==> src/rtl/lfsr_keystream_sched.sv <==
// lfsr_keystream_sched: time-shares one external 8-bit keystream LFSR between
// NUM_REQ channels. Each channel keeps its own saved LFSR state (context).
// A grant restores that context into the LFSR, streams up to BURST_MAX bytes,
// and then saves the next unused state back.
// Optional build macro KS_SCHED_TIMEOUT_EN: a stalled owner is released after
// STALL_MAX consecutive cycles without a transfer.
module lfsr_keystream_sched #(
   parameter int unsigned NUM_REQ   = 2,
   parameter int unsigned BURST_MAX = 16,
   parameter logic [7:0]  SEED      = 8'd32,
   parameter int unsigned STALL_MAX = 64
) (
   input  logic                   clk,
   input  logic                   reset,
   input  logic [NUM_REQ-1:0]     req,
   input  logic [NUM_REQ-1:0]     ks_ready,
   output logic [NUM_REQ-1:0]     ks_valid,
   output logic [7:0]             ks_data,
   output logic [NUM_REQ-1:0]     gnt,
   input  logic [NUM_REQ-1:0]     rekey,
   input  logic [8*NUM_REQ-1:0]   rekey_key,
   output logic                   lfsr_enable,
   output logic                   lfsr_pause,
   output logic                   lfsr_load,
   output logic [7:0]             lfsr_ldata,
   input  logic [7:0]             lfsr_data
);

   localparam int unsigned IDX_W = $clog2(NUM_REQ);
   localparam int unsigned SUM_W = IDX_W + 1;

   typedef enum logic [1:0] {IDLE, LOAD, RUN, SAVE} state_t;

   state_t           state, state_nxt;
   logic [IDX_W-1:0] sel, rr_ptr, pick;
   logic [SUM_W-1:0] sum;
   logic             pick_ok;
   logic [7:0]       ctx [NUM_REQ];
   logic [7:0]       count;
   logic             pend_vld;
   logic [7:0]       pend_key;
   logic             xfer, last_byte, stall_exit;

   // An all-zero context would lock the LFSR, so it is replaced by SEED.
   function automatic logic [7:0] key_or_seed(input logic [7:0] k);
      return (k == 8'h00) ? SEED : k;
   endfunction

   assign xfer      = (state == RUN) && req[sel] && ks_ready[sel];
   assign last_byte = (count == 8'(BURST_MAX - 1));
   assign ks_data   = lfsr_data;

`ifdef KS_SCHED_TIMEOUT_EN
   localparam int unsigned STALL_W = $clog2(STALL_MAX) + 1;

   logic [STALL_W-1:0] stall_cnt;
   logic               stalling;

   assign stalling   = (state == RUN) && req[sel] && !ks_ready[sel];
   assign stall_exit = stalling && (stall_cnt == STALL_W'(STALL_MAX - 1));

   // Consecutive stall cycles of the current owner; any transfer restarts it.
   always_ff @(posedge clk) begin
      if (reset || state != RUN || xfer)
         stall_cnt <= '0;
      else if (stalling)
         stall_cnt <= stall_cnt + STALL_W'(1);
   end
`else
   assign stall_exit = 1'b0;

   // No stall limit in this build; a stalled owner keeps the LFSR.
   if (STALL_MAX == 0) begin : g_stall_limit_unused
   end
`endif

   // Round-robin pick: first requester at or after rr_ptr, wrapping.
   always_comb begin
      pick    = rr_ptr;
      pick_ok = 1'b0;
      sum     = '0;
      for (int unsigned k = 0; k < NUM_REQ; k++) begin
         sum = {1'b0, rr_ptr} + SUM_W'(k);
         if (sum >= SUM_W'(NUM_REQ))
            sum = sum - SUM_W'(NUM_REQ);
         if (!pick_ok && req[sum[IDX_W-1:0]]) begin
            pick    = sum[IDX_W-1:0];
            pick_ok = 1'b1;
         end
      end
   end

   // State register.
   always_ff @(posedge clk) begin
      if (reset)
         state <= IDLE;
      else
         state <= state_nxt;
   end

   // Next-state: one-cycle LOAD and SAVE around a RUN burst.
   always_comb begin
      state_nxt = state;
      case (state)
         IDLE:    if (pick_ok) state_nxt = LOAD;
         LOAD:    state_nxt = RUN;
         RUN:     if (!req[sel] || (xfer && last_byte) || stall_exit) state_nxt = SAVE;
         SAVE:    state_nxt = IDLE;
         default: state_nxt = IDLE;
      endcase
   end

   // Outputs: grant, byte valid and LFSR controls decoded from state.
   always_comb begin
      gnt        = '0;
      ks_valid   = '0;
      lfsr_load  = 1'b0;
      lfsr_ldata = '0;
      lfsr_pause = 1'b1;
      case (state)
         LOAD: begin
            gnt[sel]   = 1'b1;
            lfsr_load  = 1'b1;
            lfsr_ldata = ctx[sel];
         end
         RUN: begin
            gnt[sel]      = 1'b1;
            ks_valid[sel] = req[sel];
            lfsr_pause    = !xfer;
         end
         SAVE:    gnt[sel] = 1'b1;
         default: ;
      endcase
   end

   // Context store, owner select, byte count and pending rekey.
   // A rekey aimed at the channel in LOAD/RUN is parked and lands in SAVE,
   // overriding the captured LFSR state; a rekey during SAVE itself is
   // written directly and therefore also wins over the capture.
   always_ff @(posedge clk) begin
      if (reset) begin
         lfsr_enable <= 1'b0;
         sel         <= '0;
         rr_ptr      <= '0;
         count       <= '0;
         pend_vld    <= 1'b0;
         pend_key    <= '0;
         for (int unsigned i = 0; i < NUM_REQ; i++)
            ctx[i] <= SEED;
      end else begin
         lfsr_enable <= 1'b1;
         if (state == IDLE && pick_ok)
            sel <= pick;
         if (state == LOAD)
            count <= '0;
         else if (xfer)
            count <= count + 8'd1;
         if (state == SAVE) begin
            ctx[sel] <= lfsr_data;
            if (pend_vld)
               ctx[sel] <= pend_key;
            pend_vld <= 1'b0;
            rr_ptr   <= (sel == IDX_W'(NUM_REQ - 1)) ? '0 : sel + IDX_W'(1);
         end
         for (int unsigned i = 0; i < NUM_REQ; i++) begin
            if (rekey[i]) begin
               if ((state == LOAD || state == RUN) && sel == IDX_W'(i)) begin
                  pend_vld <= 1'b1;
                  pend_key <= key_or_seed(rekey_key[8*i +: 8]);
               end else begin
                  ctx[i] <= key_or_seed(rekey_key[8*i +: 8]);
               end
            end
         end
      end
   end

endmodule

==> config.mk <==
export PLATFORM = sky130hd
export DESIGN_NAME = lfsr_keystream_sched
export DESIGN_NICKNAME = d
export VERILOG_FILES = /design/src/rtl/lfsr_keystream_sched.sv
export SDC_FILE = /design/constraint.sdc
export NUM_CORES = 1
export LEC_CHECK = 0
export BUFFER_PORTS_ARGS = -buffer_cell sky130_fd_sc_hd__clkbuf_2
export CAP_MARGIN = 10
export CORE_ASPECT_RATIO = 0.7
export CORE_MARGIN = 2
export CORE_UTILIZATION = 57
export CTS_CLUSTER_DIAMETER = 80
export DETAILED_ROUTE_END_ITERATION = 12
export PLACE_DENSITY = 0.85
export SKIP_CTS_REPAIR_TIMING = 1
export SLEW_MARGIN = 20
export SYNTH_ARGS = -nofsm -noshare
export SYNTH_HDL_FRONTEND = slang
export SYNTH_SLANG_ARGS = --single-unit
export TNS_END_PERCENT = 100
==> constraint.sdc <==
create_clock -name clk -period 3.6 [get_ports clk]
set_input_delay 0.18 -clock clk [delete_from_list [all_inputs] [get_ports clk]]
set_output_delay 0.18 -clock clk [all_outputs]
set_load 0.05 [all_outputs]
### Word-level counts from Yosys, hierarchy flattened

Memory sizes are Yosys's and may differ from the RTL's. A register that Yosys moved wholly into a read port is not among the register bits.
Index checks and enable logic that the tools add are counted.

* word-level logic and storage cells: 124
* input port bits: 32
* RAM bits: 16
* memories: 1
* output and inout port bits: 23
* register bits: 22

Memories
* ctx: depth 2, bits a word 8, read ports 1, clocked after memory_dff 1, wr ports 3, line 38 `logic [7:0] ctx [NUM_REQ];`

* equal/unequal tests: 10
* reduce and logical (&&, ||, !) cells: 19
* $lt $le $gt $ge: 6
* bitwise gates (word level): 17
* mux-type cells: 59
* add/subtract/negate cells: 5

Operators with widths (number)
* $mux 8: 10
* $mux 1: 43
* $logic_not 8->1: 2
* $add 8x1->8 const B: 1
* $and 1x1->1: 8
* $eq 8x4->1 const B: 1
* $logic_and 1x1->1: 8
* $mux 2: 4
* $pmux 2 s4: 1
* $lt 1x2->1 const B: 3
* $not 1->1: 5
* $eq 1x1->1 const B: 4
* $eq 2x2->1 const B: 2
* $logic_not 1->1: 3
* $or 1x1->1: 3
* $reduce_or 3->1: 1
* $add 1x1->2 const B: 1
* $and 2x2->2: 1
* $eq 2x1->1 const B: 1
* $ge 1x2->1 const B: 1
* $ge 2x2->1 const B: 1
* $logic_not 2->1: 1
* $logic_or 1x1->1: 2
* $ne 2x1->1 const B: 1
* 7 further kinds: 8

### Longest topological paths before layout

* depth after elaboration: 12
* gate-level depth with buffers: 8
* gate-level depth less buffers: 6

### Worst setup path after synthesis

No wires, ideal clock.

* path type: register to output
* start point: register state[1]
* end point: output port lfsr_ldata[0]
* arrival time: 1.727 ns
* path buffers: 0
* required time: 3.420 ns
* cell stages (with the launch flop): 4
* path slack: 1.693 ns
* cell sequence: dfxtp_1 > inv_1 > ha_1 > nor2b_1

* word-level cells in the longest chain between the ends: 2

RTL lines
* start, declared: line 34 `state_t state, state_nxt;`
* start signal, assigned: line 98 `state <= state_nxt;`
* $eq 2x1->1: line 120 `case (state)`
* $mux 8: line 120
* end, declared: line 25 `output logic [7:0] lfsr_ldata,`

No other way between the ends.

==> run_results.csv <==
group,metric,value,unit
detailed_routing,drtAntennaViolNets,0,
die,fp.dieW,77.9,um
timing,hold_viol,0,
clock_tree,cts.sinks,39,
worst_setup_path,path_max_fanout,16,
power,power.switching,0.611,mW
detailed_routing,routedWlPerCell,14.5,um
logic_synthesis,yosysUniqueCellTypes,43,
clock_tree,clockRootBuffer,"clkbuf_8",
detailed_routing,wirelength,4700,um
final_layout,num-nets-final,309,
logic_synthesis,yosysWarnings,0,
power,power_density,658,mW/mm^2
place,dp.cells,315,
final_layout,fin_area,0.00251,sq mm
clock_tree,clockBufferDepth,2,
global_routing,grt_max_degree,19,
global_routing,overflow,0,
power,seq_power_share,0.386,
detailed_routing,vias,1868,
logic_synthesis,yosysMostFrequentCell,"dfxtp_1",
worst_setup_path,end_kind,"flop",
clock_tree,clk_pin_slew,0.08,ns
detailed_routing,first_pass_iters,5,
place,routabilityCongestion,0.978,
run_status,status,"complete, no violations",
global_routing,grt_pass1_wl,7670,um
final_layout,final_cell_count_no_fill,323,
place,hpwl,3520,um
worst_setup_path,cp.arrival,2.21,ns
logic_synthesis,synth_nets,270,
timing,worstMarginPinSlew,0.880,ns
timing,slew_viol_final,0,
clock_tree,cts_tree,"done",
power,ir_drop,0.000391,V
power,swShare,0.370,
logic_synthesis,synth_edf_count,16,
clock_tree,numCtsBuffers,5,
clock_tree,clock_latency,0.29,ns
logic_synthesis,avgSynthCellArea,9.35,sq um
final_layout,fillers,290,
logic_synthesis,synth_seq_cells,39,
timing,post-route-period-util,0.605,
clock_tree,htree_levels,2,
hold_path,hold_depth,3,
power,p_int,1.04,mW
worst_setup_path,start_kind,"flop",
place,place_area,0.00238,sq mm
detailed_routing,drc,0,
job,cap_violations,0,
timing,post-route-min-period,2.18,ns
final_layout,final_util,0.697,
power,leakage,1.11,nW
logic_synthesis,yosysTopAreaCell,"edfxtp_1",
die,core,0.00360,sq mm
timing,tns,0,ns
timing,fmax,0.459,GHz
logic_synthesis,synth_top_area_frac,0.220,
power,total_power,1.65,mW
detailed_routing,via_per_inst,5.78,
timing,final-setup-viol-count,0,
logic_synthesis,ys_seq_area_frac,0.432,
worst_setup_path,path_class,"flop to flop",
logic_synthesis,syn-cell-area,0.00218,sq mm
die,die_y,55.7,um
power,p_clk_frac,0.264,
worst_setup_path,worst_ep_required_time,3.63,ns
hold_path,hold_path.class,"input port to flop",
logic_synthesis,syn_inst,233,
place,io_buffers,54,
power,comb_power_share,0.350,
timing,maxSlewHeadroom,0.413,
die,ioPinCount,55,
detailed_routing,drt_iter0_markers,134,
logic_synthesis,ys_async_sr_fraction,0,
global_routing,track_usage,0.226,
logic_synthesis,synth_flop_cell,"dfxtp_1",
die,initial_core_util,0.605,
logic_synthesis,synthTopCellsByArea,"edfxtp_1 22%, dfxtp_1 21%, mux2i_1 9.2%, nand3_1 4.1%, o21ai_0 3.4%",
worst_setup_path,r2r_cells,5,
timing,fin_skew,0.00626,ns
logic_synthesis,synthTopCellsByCount,"23 x dfxtp_1, 20 x mux2i_1, 19 x nor2_1",
global_routing,grt_pass1_vias,1567,
timing,rsz0062_at_grt,"no",
final_layout,insertedDiodeCount,0,
final_layout,area_growth,15.2,%
die,rows,18,
global_routing,antenna_found_initial,0,
final_layout,drive_gt1_frac,0.242,
die,die-area,0.00434,sq mm
area by class of cell:
| type | count | area (sq um) | share of cell area |
|---|---|---|---|
| Multi-Input combinational cell | 167 | 1080 | 0.432 |
| Inverter | 5 | 18.8 | 0.00748 |
| Timing Repair Buffer | 54 | 270 | 0.108 |
| Clock inverter | 2 | 60.1 | 0.0239 |
| Clock buffer | 6 | 72.6 | 0.0289 |
| Sequential cell | 39 | 941 | 0.375 |
| Tap cell | 50 | 62.6 | 0.0249 |
path summary, 6_finish.rpt:
kind | from | end | slack, ns
worst max-delay path | state[0] | ctx[1][5] | 1.42
worst min-delay path | rekey_key[12] | pend_key[4] | 0.22
worst max register to register | state[0] | ctx[1][5] | 1.42
worst min register to register | pend_key[7] | pend_key[7] | 0.47
state kept, by name, indices dropped and copies added, names as in the netlist, named ones only:
register     cells
count            8
ctx             16
lfsr_enable      1
pend_key         8
pend_vld         1
rr_ptr           1
sel              1
state            2
per-layer routing:
metal	vias to the layer above	track usage	share of wire
met4	0	0.0526	0.013
met3	9	0.0487	0.097
met2	87	0.312	0.42
met1	852	0.357	0.47
met5	-	0	0
li1	920	-	-
through the flow:
| stage | worst slack [ns] | hold WS, ns |
|---|---|---|
| 5_1_grt | 1.28 | 0.249 |
| 2_1_floorplan | 1.69 | 0.364 |
| 4_1_cts | 1.45 | 0.213 |
| 3_3_place_gp | 1.52 | 0.442 |
| 6_report | 1.42 | 0.219 |
| 3_5_place_dp | 1.47 | 0.452 |
layout by cell type (no fill, tap or decap), types with 2 or more instances in the layout:
cell type  netlist  layout
clkbuf_2         0      54
dfxtp_1         23      23
mux2i_1         20      20
nor2_1          19      19
nand3_1         18      18
edfxtp_1        16      16
o21ai_0         15      15
nand2_1         13      13
nor2b_1         10      10
a21oi_1          9       9
nor3_1           7       7
and3_1           6       6
inv_1            5       5
xor2_1           5       5
o22ai_1          5       5
ha_1             5       5
clkbuf_8         0       5
nand2b_1         3       3
nor4_1           3       3
o211ai_1         3       3
nand3b_1         2       2
a211o_1          2       2
a31oi_1          2       2
and3b_1          2       2
and4_1           2       2
a22oi_1          2       2
bufinv_16        0       2
power by group through the flow:
stage | clock (mW) | combinational, mW | sequential (mW)
after global placement | 0 | 0.568 | 0.640
final | 0.436 | 0.578 | 0.637
after detailed placement | 0 | 0.575 | 0.648
after CTS | 0.433 | 0.578 | 0.638
after global routing | 0.448 | 0.637 | 0.650
after floorplan | 0 | 0.484 | 0.619
worst max-delay path, cell delays in order (launching register included):
cell and delay (ns):
dfxtp_1 0.36, inv_1 0.08, ha_1 0.40, a211oi_2 0.76
and3_1 0.27, a21oi_1 0.04
cell families (layout without fill, tap and decap cells):
family / after synthesis / after routing / synth area share
simple gates: 89 / 89 / 0.211
mux: 21 / 21 / 0.0970
xor+xnor: 5 / 5 / 0.0201
compound gates: 47 / 47 / 0.141
buf+inv: 27 / 67 / 0.0706
fa+ha+maj: 5 / 5 / 0.0287
flops: 39 / 39 / 0.432
(Power assumes the default switching activity.)
